$ cat config.mk
export PLATFORM = sky130hd
export DESIGN_NAME = fetch_unit
export DESIGN_NICKNAME = d
export VERILOG_FILES = /design/src/rtl/fetch_unit.sv
export SDC_FILE = /design/constraint.sdc
export NUM_CORES = 1
export LEC_CHECK = 0
export BUFFER_PORTS_ARGS = -buffer_cell sky130_fd_sc_hd__buf_2
export CORE_MARGIN = 2
export CORE_UTILIZATION = 35
export CTS_CLUSTER_DIAMETER = 80
export DETAILED_ROUTE_END_ITERATION = 10
export PLACE_DENSITY = 0.6
export SLEW_MARGIN = 40
export SYNTH_ARGS = -nofsm -noshare
export SYNTH_HDL_FRONTEND = slang
export SYNTH_SLANG_ARGS = --single-unit
$ cat constraint.sdc
create_clock -name clk -period 8.92 [get_ports clk]
set_input_delay 0.446 -clock clk [delete_from_list [all_inputs] [get_ports clk]]
set_output_delay 0.446 -clock clk [all_outputs]
set_load 0.03 [all_outputs]
$ cat src/rtl/fetch_unit.sv
// LEGv8 instruction-fetch stage: owns the PC, fetches one word at a time from
// instruction memory and queues the returned words for decode, with branch redirect.
module fetch_unit #(
    parameter logic [63:0] RESET_PC = 64'h0,
    parameter int unsigned DEPTH    = 2
) (
    input  logic        clk,
    input  logic        rst,
    output logic        imem_req_valid,
    input  logic        imem_req_ready,
    output logic [63:0] imem_req_addr,
    input  logic        imem_rsp_valid,
    input  logic [31:0] imem_rsp_data,
    input  logic        redirect,
    input  logic [63:0] redirect_pc,
    output logic        id_valid,
    input  logic        id_ready,
    output logic [31:0] id_instr,
    output logic [10:0] id_opcode,
    output logic [63:0] id_pc
);
    localparam int PW = $clog2(DEPTH);
    localparam int CW = PW + 1;

    typedef enum logic [1:0] {S_REQ, S_WAIT, S_DRAIN} state_t;

    state_t          state_q, state_d;
    logic [63:0]     pc_q, pc_d;
    logic [63:0]     req_pc_q, req_pc_d;
    logic [CW-1:0]   count_q, count_d;
    logic [PW-1:0]   wr_ptr_q, wr_ptr_d;
    logic [PW-1:0]   rd_ptr_q, rd_ptr_d;

    logic [31:0]     instr_mem [DEPTH];
    logic [63:0]     pc_mem    [DEPTH];

    logic            accept;
    logic            push;
    logic            pop;

    // Requests only go out while a slot is free, so a returning word always fits.
    assign imem_req_valid = (state_q == S_REQ) && (count_q < CW'(DEPTH)) && !rst;
    assign imem_req_addr  = pc_q;
    assign accept         = imem_req_valid && imem_req_ready;

    assign id_valid  = (count_q != '0);
    assign id_instr  = id_valid ? instr_mem[rd_ptr_q] : 32'h0;
    assign id_pc     = id_valid ? pc_mem[rd_ptr_q] : 64'h0;
    assign id_opcode = id_instr[31:21];

    // A redirect wins over both ends of the FIFO in the same cycle.
    assign push = (state_q == S_WAIT) && imem_rsp_valid && !redirect;
    assign pop  = id_valid && id_ready && !redirect;

    always_comb begin
        state_d  = state_q;
        pc_d     = pc_q;
        req_pc_d = req_pc_q;
        count_d  = count_q;
        wr_ptr_d = wr_ptr_q;
        rd_ptr_d = rd_ptr_q;

        case (state_q)
            S_REQ: begin
                if (accept) begin
                    state_d  = redirect ? S_DRAIN : S_WAIT;
                    pc_d     = pc_q + 64'd4;
                    req_pc_d = pc_q;
                end
            end
            S_WAIT: begin
                if (imem_rsp_valid) begin
                    state_d = S_REQ;
                end else if (redirect) begin
                    state_d = S_DRAIN;
                end
            end
            S_DRAIN: begin
                if (imem_rsp_valid) begin
                    state_d = S_REQ;
                end
            end
            default: state_d = S_REQ;
        endcase

        if (redirect) begin
            pc_d     = redirect_pc;
            count_d  = '0;
            wr_ptr_d = '0;
            rd_ptr_d = '0;
        end else begin
            if (push) begin
                wr_ptr_d = wr_ptr_q + PW'(1);
            end
            if (pop) begin
                rd_ptr_d = rd_ptr_q + PW'(1);
            end
            if (push && !pop) begin
                count_d = count_q + CW'(1);
            end else if (pop && !push) begin
                count_d = count_q - CW'(1);
            end
        end
    end

    always_ff @(posedge clk or posedge rst) begin
        if (rst) begin
            state_q  <= S_REQ;
            pc_q     <= RESET_PC;
            req_pc_q <= 64'h0;
            count_q  <= '0;
            wr_ptr_q <= '0;
            rd_ptr_q <= '0;
        end else begin
            state_q  <= state_d;
            pc_q     <= pc_d;
            req_pc_q <= req_pc_d;
            count_q  <= count_d;
            wr_ptr_q <= wr_ptr_d;
            rd_ptr_q <= rd_ptr_d;
        end
    end

    // Storage carries no reset; entries are only observed while counted valid.
    always_ff @(posedge clk) begin
        if (push) begin
            instr_mem[wr_ptr_q] <= imem_rsp_data;
            pc_mem[wr_ptr_q]    <= req_pc_q;
        end
        if (!rst) begin
            assert (!(push && !pop && (count_q == CW'(DEPTH))));
        end
    end
endmodule

==> out/metrics.yaml <==
run_status: "finished, final reports clean"
summed_instance_area_of_the_synthesized_netlist_sq_um: 13700
synthDominantAreaCellType: "edfxtp_1"
gr-usage-all-layers_pct: 17.5
critical_path_peak_fanout: 9
num_io_pins: 275
setup_viol: 0
worstSetupEndpointType: "register"
regArea_sq_um: 9120
areaGrowthSynthToFinish_pct: 23.4
critPathRequiredTime_ns: 9.37
post-route-util_pct: 43.7
r2r_setup_slack_ns: 5.76
placement.io_buffers: 274
drive_gt1_share_pct: 31.6
globalRouteOverflowTotal: 0
dr_vias: 9351
crit_path_start_kind: "register"
fin_hold_ws_ns: 0.0589
viasPerCell: 5.03
drt_wl_total_mm: 36.0
fin_nets: 1411
netlist.area_leader.share_pct: 42.2
leading_cell_type_by_number_of_instances_after_synthesis: "edfxtp_1"
yosysSeqAreaShare_pct: 66.7
synth-async-reset-ratio_pct: 41.1
hp-class: "input port to asynchronous set/reset pin"
powerDensity_nw_per_um2: 223
die_y_um: 202
yosys-top-cells-count: "edfxtp_1, dfrtp_1, nor2_1"
clock-root-buffer: "clkbuf_16"
route.detailed.wl_per_inst_um: 19.4
drt-pass1-iter-count: 5
rsz0062_at_grt: "no"
cts_made_buffers: 37
clk-insertion-delay-late_ns: 0.54
drv_cap: 0
postCtsResizedCells: 0
timing.setup.tns_ns: 0
dpl.hpwl_mm: 23.9
timing.setup.critical_path_class: "register to register"
setup_clock_skew_after_layout_ns: 0.0104
maximum_number_of_pins_on_one_net_before_global_route_repair: 84
vdd.ir_drop.worst_v: 0.000150
leak_nw: 6.53
post_synth_main_area_contributors: "edfxtp_1, dfrtp_1, mux2i_1"
seq_cells_post_synth: 326
initial_standard_cell_utilization_of_the_core_pct: 35.4
clockBufferDepth: 3
synth_nets: 1145
final.setup.worst_slack_ns: 5.76
timing.final.crit_share_pct: 35.4
violation_count_after_the_first_detailed_route_iteration: 507
cp.arrival_ns: 3.61
drt_drc_violations_left: 0
syn-instance-count: 1042
timing.final.crit_period_ns: 3.16
fp.coreArea_sq_um: 38600
worst_slew_margin_rel_pct: 47.1
cts_tree: "done"
worstMarginPinSlew_ns: 0.793
post_cts_hold_buffer_count: 0
dpl_worst_slack_ns: 5.69
global_placement_routability_congestion: 0.766
filler_cell_count: 3596
syn_avg_cell_area_sq_um: 13.1
synth_edf_count: 192
ys.flop_type: "edfxtp_1"
first_pass_grt_wire_length_mm: 54.7
area_of_the_multi_input_gates_sq_um: 4270
cts_max_level: 2
yosysWarningCount: 0
placement_rows: 72
clk_sinks: 326
number_of_antenna_violations_at_the_first_check_in_global_routing: 8
floorplan.die.width_um: 202
clk_transition_reported_paths_ns: 0.06
die_area_sq_um: 40600
post_synth_num_cell_types: 45
max_freq_mhz: 316
post_cts.repair.setup_buffers: 0
timing.final.max_slew_violations: 0
final_hold_viol_count: 0
ant_nets: 0
number_of_global_route_vias_before_repair: 9220
[cells by family (layout without fill, tap and decap cells)]
kind of cell	after synthesis	count (layout)	synth area share, %
other cells	0	5	0
mux	158	158	12.1
simple gates	343	343	11.9
compound gates	97	97	4.17
buf+inv	78	371	2.46
fa+ha+maj	1	1	0.0916
xor+xnor	39	39	2.50
flops	326	326	66.7
[stage by stage]
stage               std cells  cell area [sq um]  power [mW]
floorplan                1042              13700        2.11
global placement         1786              15600        2.24
detailed placement       1787              15600        2.26
CTS                      1853              16800        3.82
global route             1856              16900        3.92
finish                   1858              16900        3.77
[worst max-delay path, cell delays in order (launching register included)]
cell and delay (ns):
dfrtp_1 0.44, or4_1 0.71, or4_4 0.65, or3_1 0.54
or4_1 0.54, a31oi_1 0.18
[state kept, by name (all words and copies together) (netlist names)]
signal,flops
rd_ptr_q,1
count_q,2
wr_ptr_q,1
state_q,2
instr_mem,64
pc_mem,128
req_pc_q,64
imem_req_addr,64
[power breakdown]
| group | internal (mW) | total [mW] | leakage [nW] | switching (mW) |
|---|---|---|---|---|
| sequential | 1.76 | 1.88 | 3.33 | 0.115 |
| combinational | 0.142 | 0.352 | 2.59 | 0.210 |
| clock | 0.940 | 1.54 | 0.615 | 0.598 |
[layout make-up]
class | count | area share (%)
clock inverter | 14 | 0.853
sequential | 326 | 54.1
clock buffer | 52 | 6.49
tap | 518 | 3.84
antenna | 5 | 0.0742
inverter | 16 | 0.386
timing repair buffer | 289 | 8.98
multi-input combinational | 638 | 25.3
[final timing paths]
kind,startpoint,endpoint,cells past startpoint
setup / recovery,count_q[1],imem_req_addr[61],5
min in group clk,imem_rsp_data[25],instr_mem[0][25],1
hold reg to reg,req_pc_q[60],pc_mem[1][60],0
max in group asynchronous,rst,req_pc_q[52],3
setup reg to reg,count_q[1],imem_req_addr[61],5
hold / removal,rst,req_pc_q[22],2
[metal layers]
metal	vias to the layer above	share of wire [%]	global-route usage (%)
li1	4339	-	-
met1	4634	45	24.2
met2	304	46	27.2
met3	66	6.3	4.24
met4	8	2.5	6.01
met5	-	0.13	0
[cell usage in the layout (no fill, tap or decap), types with 4 or more instances in the layout]
master / count
nor2_1: 129
o31ai_1: 9
nor4_1: 6
and2_1: 4
inv_1: 14
nor3_1: 13
xnor2_1: 17
buf_2: 273
clkbuf_1: 6
nor2b_1: 4
nand2_1: 74
xor2_1: 22
and4_1: 4
buf_6: 4
clkinv_2: 6
diode_2: 5
dfrtp_1: 133
nand3_1: 26
a21oi_1: 4
mux2_2: 61
edfxtp_1: 192
a31oi_1: 18
and3_1: 6
clkbuf_16: 39
nand4_1: 34
clkinv_1: 5
or3_1: 13
o21ai_0: 55
mux2i_1: 97
clkbuf_8: 7
or4_1: 12
buf_4: 11
Note: power is estimated with default switching activity, not from simulation.
